$ cat src/rtl/uart_pkg.sv
// Shared constants and state encodings for the word-wide UART transmitter.
package uart_pkg;

    localparam int CLKS_PER_BIT_DEF = 868;
    localparam int NUM_BYTES_DEF    = 32;

    typedef enum logic [2:0] {
        IDLE  = 3'd0,
        START = 3'd1,
        DATA  = 3'd2,
        STOP  = 3'd3,
        DONE  = 3'd4
    } tx_state_t;

    typedef enum logic [1:0] {
        W_IDLE = 2'd0,
        W_SEND = 2'd1,
        W_DONE = 2'd2
    } word_state_t;

endpackage

$ cat src/rtl/uart_tx_byte.sv
// 8N1 byte serializer with bit timer; a start in the last stop-bit cycle chains
// the next frame with no idle gap.
module uart_tx_byte
    import uart_pkg::*;
#(
    parameter int CLKS_PER_BIT = CLKS_PER_BIT_DEF
) (
    input  logic       clk,
    input  logic       rst,
    input  logic       start,
    input  logic [7:0] data,
    output logic       serial,
    output logic       busy,
    output logic       done
);

    localparam int              TW        = (CLKS_PER_BIT > 1) ? $clog2(CLKS_PER_BIT) : 1;
    localparam logic [TW-1:0]   TIMER_MAX = TW'(CLKS_PER_BIT - 1);

    tx_state_t       state_q, state_d;
    logic [TW-1:0]   timer_q;
    logic [2:0]      bit_idx_q;
    logic [7:0]      shift_q;
    logic            serial_q;
    logic            bit_end;
    logic            load;

    assign bit_end = (timer_q == TIMER_MAX);
    assign done    = (state_q == STOP) && bit_end;
    assign busy    = (state_q != IDLE);
    assign load    = start && ((state_q == IDLE) || done);
    assign serial  = serial_q;

    always_comb begin
        state_d = state_q;
        case (state_q)
            IDLE:    if (load) state_d = START;
            START:   if (bit_end) state_d = DATA;
            DATA:    if (bit_end && (bit_idx_q == 3'd7)) state_d = STOP;
            STOP:    if (bit_end) state_d = load ? START : IDLE;
            default: state_d = IDLE;
        endcase
    end

    always_ff @(posedge clk or posedge rst) begin
        if (rst) begin
            state_q   <= IDLE;
            timer_q   <= '0;
            bit_idx_q <= '0;
            shift_q   <= '0;
            serial_q  <= 1'b1;
        end else begin
            state_q <= state_d;
            if (load) begin
                timer_q   <= '0;
                bit_idx_q <= '0;
                shift_q   <= data;
                serial_q  <= 1'b0;
            end else if (state_q != IDLE) begin
                if (bit_end) begin
                    timer_q <= '0;
                    // serial_q is loaded one bit ahead so the line changes exactly on the period boundary
                    case (state_q)
                        START: serial_q <= shift_q[0];
                        DATA: begin
                            if (bit_idx_q == 3'd7) begin
                                serial_q <= 1'b1;
                            end else begin
                                serial_q  <= shift_q[1];
                                shift_q   <= shift_q >> 1;
                                bit_idx_q <= bit_idx_q + 3'd1;
                            end
                        end
                        default: serial_q <= 1'b1;
                    endcase
                end else begin
                    timer_q <= timer_q + TW'(1);
                end
            end
        end
    end

endmodule

$ cat src/rtl/word_uart_tx.sv
// Sends a NUM_BYTES-wide word as back-to-back 8N1 frames, byte 0 first.
module word_uart_tx
    import uart_pkg::*;
#(
    parameter  int CLKS_PER_BIT = CLKS_PER_BIT_DEF,
    parameter  int NUM_BYTES    = NUM_BYTES_DEF,
    localparam int IW           = (NUM_BYTES > 1) ? $clog2(NUM_BYTES) : 1
) (
    input  logic                   i_clk,
    input  logic                   i_rst,
    input  logic                   i_tx_valid,
    input  logic [8*NUM_BYTES-1:0] i_tx_data,
    output logic                   o_tx_ready,
    output logic                   o_tx_serial,
    output logic                   o_tx_active,
    output logic                   o_tx_done,
    output logic [IW-1:0]          o_byte_idx
);

    word_state_t            wstate_q, wstate_d;
    logic [8*NUM_BYTES-1:0] word_q;
    logic [IW-1:0]          byte_idx_q;
    logic                   ready_q, active_q, done_q;
    logic                   accept, last_byte, next_byte;
    logic                   byte_start, byte_busy, byte_done;
    logic [7:0]             byte_data;

    assign accept     = i_tx_valid && ready_q;
    assign last_byte  = (byte_idx_q == IW'(NUM_BYTES - 1));
    assign next_byte  = byte_done && !last_byte;
    assign byte_start = accept || next_byte;
    // Byte 0 goes straight from the input; later bytes come off the bottom of the shifting word register
    assign byte_data  = accept ? i_tx_data[7:0] : word_q[7:0];

    uart_tx_byte #(
        .CLKS_PER_BIT(CLKS_PER_BIT)
    ) u_byte (
        .clk   (i_clk),
        .rst   (i_rst),
        .start (byte_start),
        .data  (byte_data),
        .serial(o_tx_serial),
        .busy  (byte_busy),
        .done  (byte_done)
    );

    always_comb begin
        wstate_d = wstate_q;
        case (wstate_q)
            W_IDLE: if (accept) wstate_d = W_SEND;
            W_SEND: begin
                if (byte_done && last_byte) wstate_d = W_DONE;
                else if (!byte_busy)        wstate_d = W_IDLE;
            end
            W_DONE:  wstate_d = accept ? W_SEND : W_IDLE;
            default: wstate_d = W_IDLE;
        endcase
    end

    always_ff @(posedge i_clk or posedge i_rst) begin
        if (i_rst) begin
            wstate_q   <= W_IDLE;
            word_q     <= '0;
            byte_idx_q <= '0;
            ready_q    <= 1'b1;
            active_q   <= 1'b0;
            done_q     <= 1'b0;
        end else begin
            wstate_q <= wstate_d;
            ready_q  <= (wstate_d != W_SEND);
            active_q <= (wstate_d == W_SEND);
            done_q   <= (wstate_d == W_DONE);
            if (accept) begin
                word_q     <= i_tx_data >> 8;
                byte_idx_q <= '0;
            end else if (next_byte) begin
                word_q     <= word_q >> 8;
                byte_idx_q <= byte_idx_q + IW'(1);
            end
        end
    end

    assign o_tx_ready  = ready_q;
    assign o_tx_active = active_q;
    assign o_tx_done   = done_q;
    assign o_byte_idx  = byte_idx_q;

endmodule

$ cat config.mk
export PLATFORM = sky130hd
export DESIGN_NAME = word_uart_tx
export DESIGN_NICKNAME = d
export VERILOG_FILES = /design/src/rtl/uart_pkg.sv /design/src/rtl/uart_tx_byte.sv /design/src/rtl/word_uart_tx.sv
export SDC_FILE = /design/constraint.sdc
export NUM_CORES = 1
export LEC_CHECK = 0
export CAP_MARGIN = 10
export CORE_MARGIN = 5
export CORE_UTILIZATION = 40
export CTS_BUF_LIST = sky130_fd_sc_hd__clkbuf_4 sky130_fd_sc_hd__clkbuf_8
export CTS_CLUSTER_SIZE = 16
export DETAILED_ROUTE_END_ITERATION = 6
export PLACE_DENSITY_LB_ADDON = 0.2
export SLEW_MARGIN = 20
export SYNTH_ARGS = -nofsm -noshare
export SYNTH_HDL_FRONTEND = slang
export SYNTH_HIERARCHICAL = 1
export SYNTH_SLANG_ARGS = --single-unit
$ cat constraint.sdc
create_clock -name i_clk -period 25.9 [get_ports i_clk]
set_input_delay 5.18 -clock i_clk [delete_from_list [all_inputs] [get_ports i_clk]]
set_output_delay 5.18 -clock i_clk [all_outputs]
set_load 0.02 [all_outputs]
==> metrics.txt <==
Synth Net Count=1563; Post-CTS Resized=0; Final Cell Area=17500 µm²; Hold Vio Cnt, Final=0; Tcrit/Tclk final=about 33%; vias in the first global route=11200; grt total ovfl=0; Die H=just under 200 µm; num ports=around 270; gr usage total=slightly below 20%; Residual DRC=0; critical-path maximum fanout=64; I/O Buffers=267; CTS sink count=282; min-delay src=wstate_q[1]$_DFF_PP0_; layout cells sized above 1=7.59%; status=finished clean; DR vias=10700; Worst Hold Endpoint=wstate_q[1]$_DFF_PP0_; Post-synth EDFFs=0; first-pass GRT wire length=a little over 60 mm; final hold slack=between 400 and 500 ps; DRT antenna net count=0; synth top area cells=dfrtp_1, mux2i_1, nand3_1; reg2reg end=word_q[169]$_DFFE_PP0P_; Leakage Power=7.45 nW; final setup violation count=0; vias per cell=5.33; PD cells=104 nW/µm²; r2r setup slk=roughly 22000 ps; CP startpoint kind=primary input; max-cap violation count=0; Least-Margin Pin Slew=1050 ps; postcts setup bufs=0; WS Path Type=in -> reg; RSZ-0062 raised after global routing=no; routed len/inst=around 19 µm; WHS Path Cells=1; core region area=33600 µm²; Num CTS Buffers=50; DR pass1 iterations=6; initial antenna violation count=8; die width=about 200 µm; die area=37900 µm²; Detail Placement HPWL=about 25 mm; Reg2Reg Depth=5; Mapped Area=13600 µm²; hold_buf cts=0; Setup crit end kind=register; gp weighted congestion=0.798; Area Growth Syn to Fin=28.2%; Worst EP required=between 20000 and 30000 ps; Avg Cell Area, Syn=about 11 µm²; Synth area leader=dfrtp_1; # H-tree levels=2; Max Root-Sink Buffers=3; clock slew at reported path FFs=60 ps; yosys warns=6; async set-reset flop share out of synthesis=100%; Tmin final=8500 ps; FP Rows=67; root buffer cell=clkbuf_8; area share of the largest cell type after synthesis=about half; relative slew slack=between 30% and 40%; final net count=1781; setup TNS=0 ps; Final Slew Violations=0; Synth Flop Type=dfrtp_1; Mapped Cells=1295; arrival time worst endpoint=slightly below 9000 ps; drt first-iter violations=between 600 and 700; Worst VDD drop=0.0829 mV; CTS tree=yes; Worst R2R Start=o_tx_ready$_DFF_PP1_; Fmax=~120 MHz; Hold Crit Class=reg -> reg; wirelength, routed=38.0 mm; sequential share of the synthesized area=51.7%; Distinct cells, synth=52; flops & latches, synth=~280; largest net degree at the start of global routing=about 130; placed inst area=16300 µm²; worst-skew pair later-pin latency=570 ps; initial core utilization=40.6%; clock skew=approximately 28 ps
-- placed cells by master, fill, tap and decap left out, types with 9 or more instances in the layout --
master           synthesis  routed
mux2i_1                242     242
nand3_1                237     237
clkbuf_4                 1      11
dfrtp_1                280     280
clkdlybuf4s50_1          0     267
nand2_1                 54      53
o21ai_0                 92      92
o21ai_1                150     150
ha_1                     9       9
a21oi_1                 13      13
buf_4                    9       9
nor2_1                  27      27
clkbuf_8                 0      76
-- registers in the layout (all words and copies together), names as in the netlist --
register	count
o_byte_idx	5
o_tx_active	1
o_tx_done	1
o_tx_ready	1
u_byte/bit_idx_q	3
u_byte/serial	1
u_byte/shift_q	8
u_byte/state_q	2
u_byte/timer_q	10
word_q	248
wstate_q	2
-- layer usage --
layer	share of wire [%]	global-route usage, %	routed length [µm]	vias up
li1	-	-	-	5116
met1	44	26.0	16500	5200
met2	47	31.3	17700	273
met3	7.2	6.13	2730	82
met4	2.4	5.26	927	12
met5	0.17	0	64	-
-- cells by family (layout without fill, tap and decap cells) --
group / Yosys count / in the layout / synth area share (%)
AO/OA/AOI/OAI: 280 / 280 / 10.9
XOR/XNOR: 9 / 9 / 0.578
adder cells (fa/ha/maj): 9 / 9 / 0.825
buffers and inverters: 122 / 381 / 5.37
flip-flops: 282 / 282 / 51.7
multiplexers: 243 / 243 / 17.8
other: 0 / 4 / 0
AND/OR/NAND/NOR: 350 / 350 / 12.8
-- stage by stage --
step	cells	setup WS (ps)	power (W)	util, %
4_1_cts	2001	17300	0.00185	51.9
6_report	2006	17400	0.00182	52.0
3_5_place_dp	1908	16710	0.00138	48.4
5_1_grt	2004	17210	0.00197	52.0
2_1_floorplan	1295	13620	0.00122	-
3_3_place_gp	1908	16730	0.00136	48.4
-- critical path, stage by stage --
cell and delay, ps:
clkdlybuf4s50_1 530, and2_4 860, buf_4 910, buf_4 920
mux2i_1 290, o21ai_1 80
-- cells in the mapped netlist (10+ instances only) --
cell and count:
o21ai_0 92, buf_2 31, nand2_1 54, nand3_1 237, clkbuf_1 42, a21oi_1 13, dfrtp_1 280, buf_8 10
nor2_1 27, buf_6 10, o21ai_1 150, mux2i_1 242
-- worst max-delay path by stage --
stage,cells past startpoint,endpoint,start,slack [ps]
2_1_floorplan,1,o_byte_idx[0]$_DFFE_PP0P_,i_rst,13620
3_3_place_gp,6,word_q[94]$_DFFE_PP0P_,i_tx_valid,16730
3_5_place_dp,6,word_q[102]$_DFFE_PP0P_,i_tx_valid,16710
4_1_cts,6,word_q[100]$_DFFE_PP0P_,i_tx_valid,17300
5_1_grt,6,word_q[169]$_DFFE_PP0P_,i_tx_valid,17210
6_report,6,word_q[169]$_DFFE_PP0P_,i_tx_valid,17400
-- cell type report --
class,instances,area [µm²]
antenna,4,10.0
clock buffer,87,1130
clock inverter,6,35.0
fill,3119,16100
inverter,9,41.3
multi-input combinational,891,5870
sequential,282,7060
tap,448,561
timing repair buffer,279,2790
-- where the power goes --
group	leakage [nW]	internal, W	switching, W	total, W
Combinational	3.27	0.000273	0.000308	0.000581
Clock	0.613	0.000273	0.000189	0.000462
Sequential	3.57	0.000655	0.000127	0.000781
Total	7.45	0.00120	0.000624	0.00182
No activity file was read; power rests on OpenSTA's default activity.
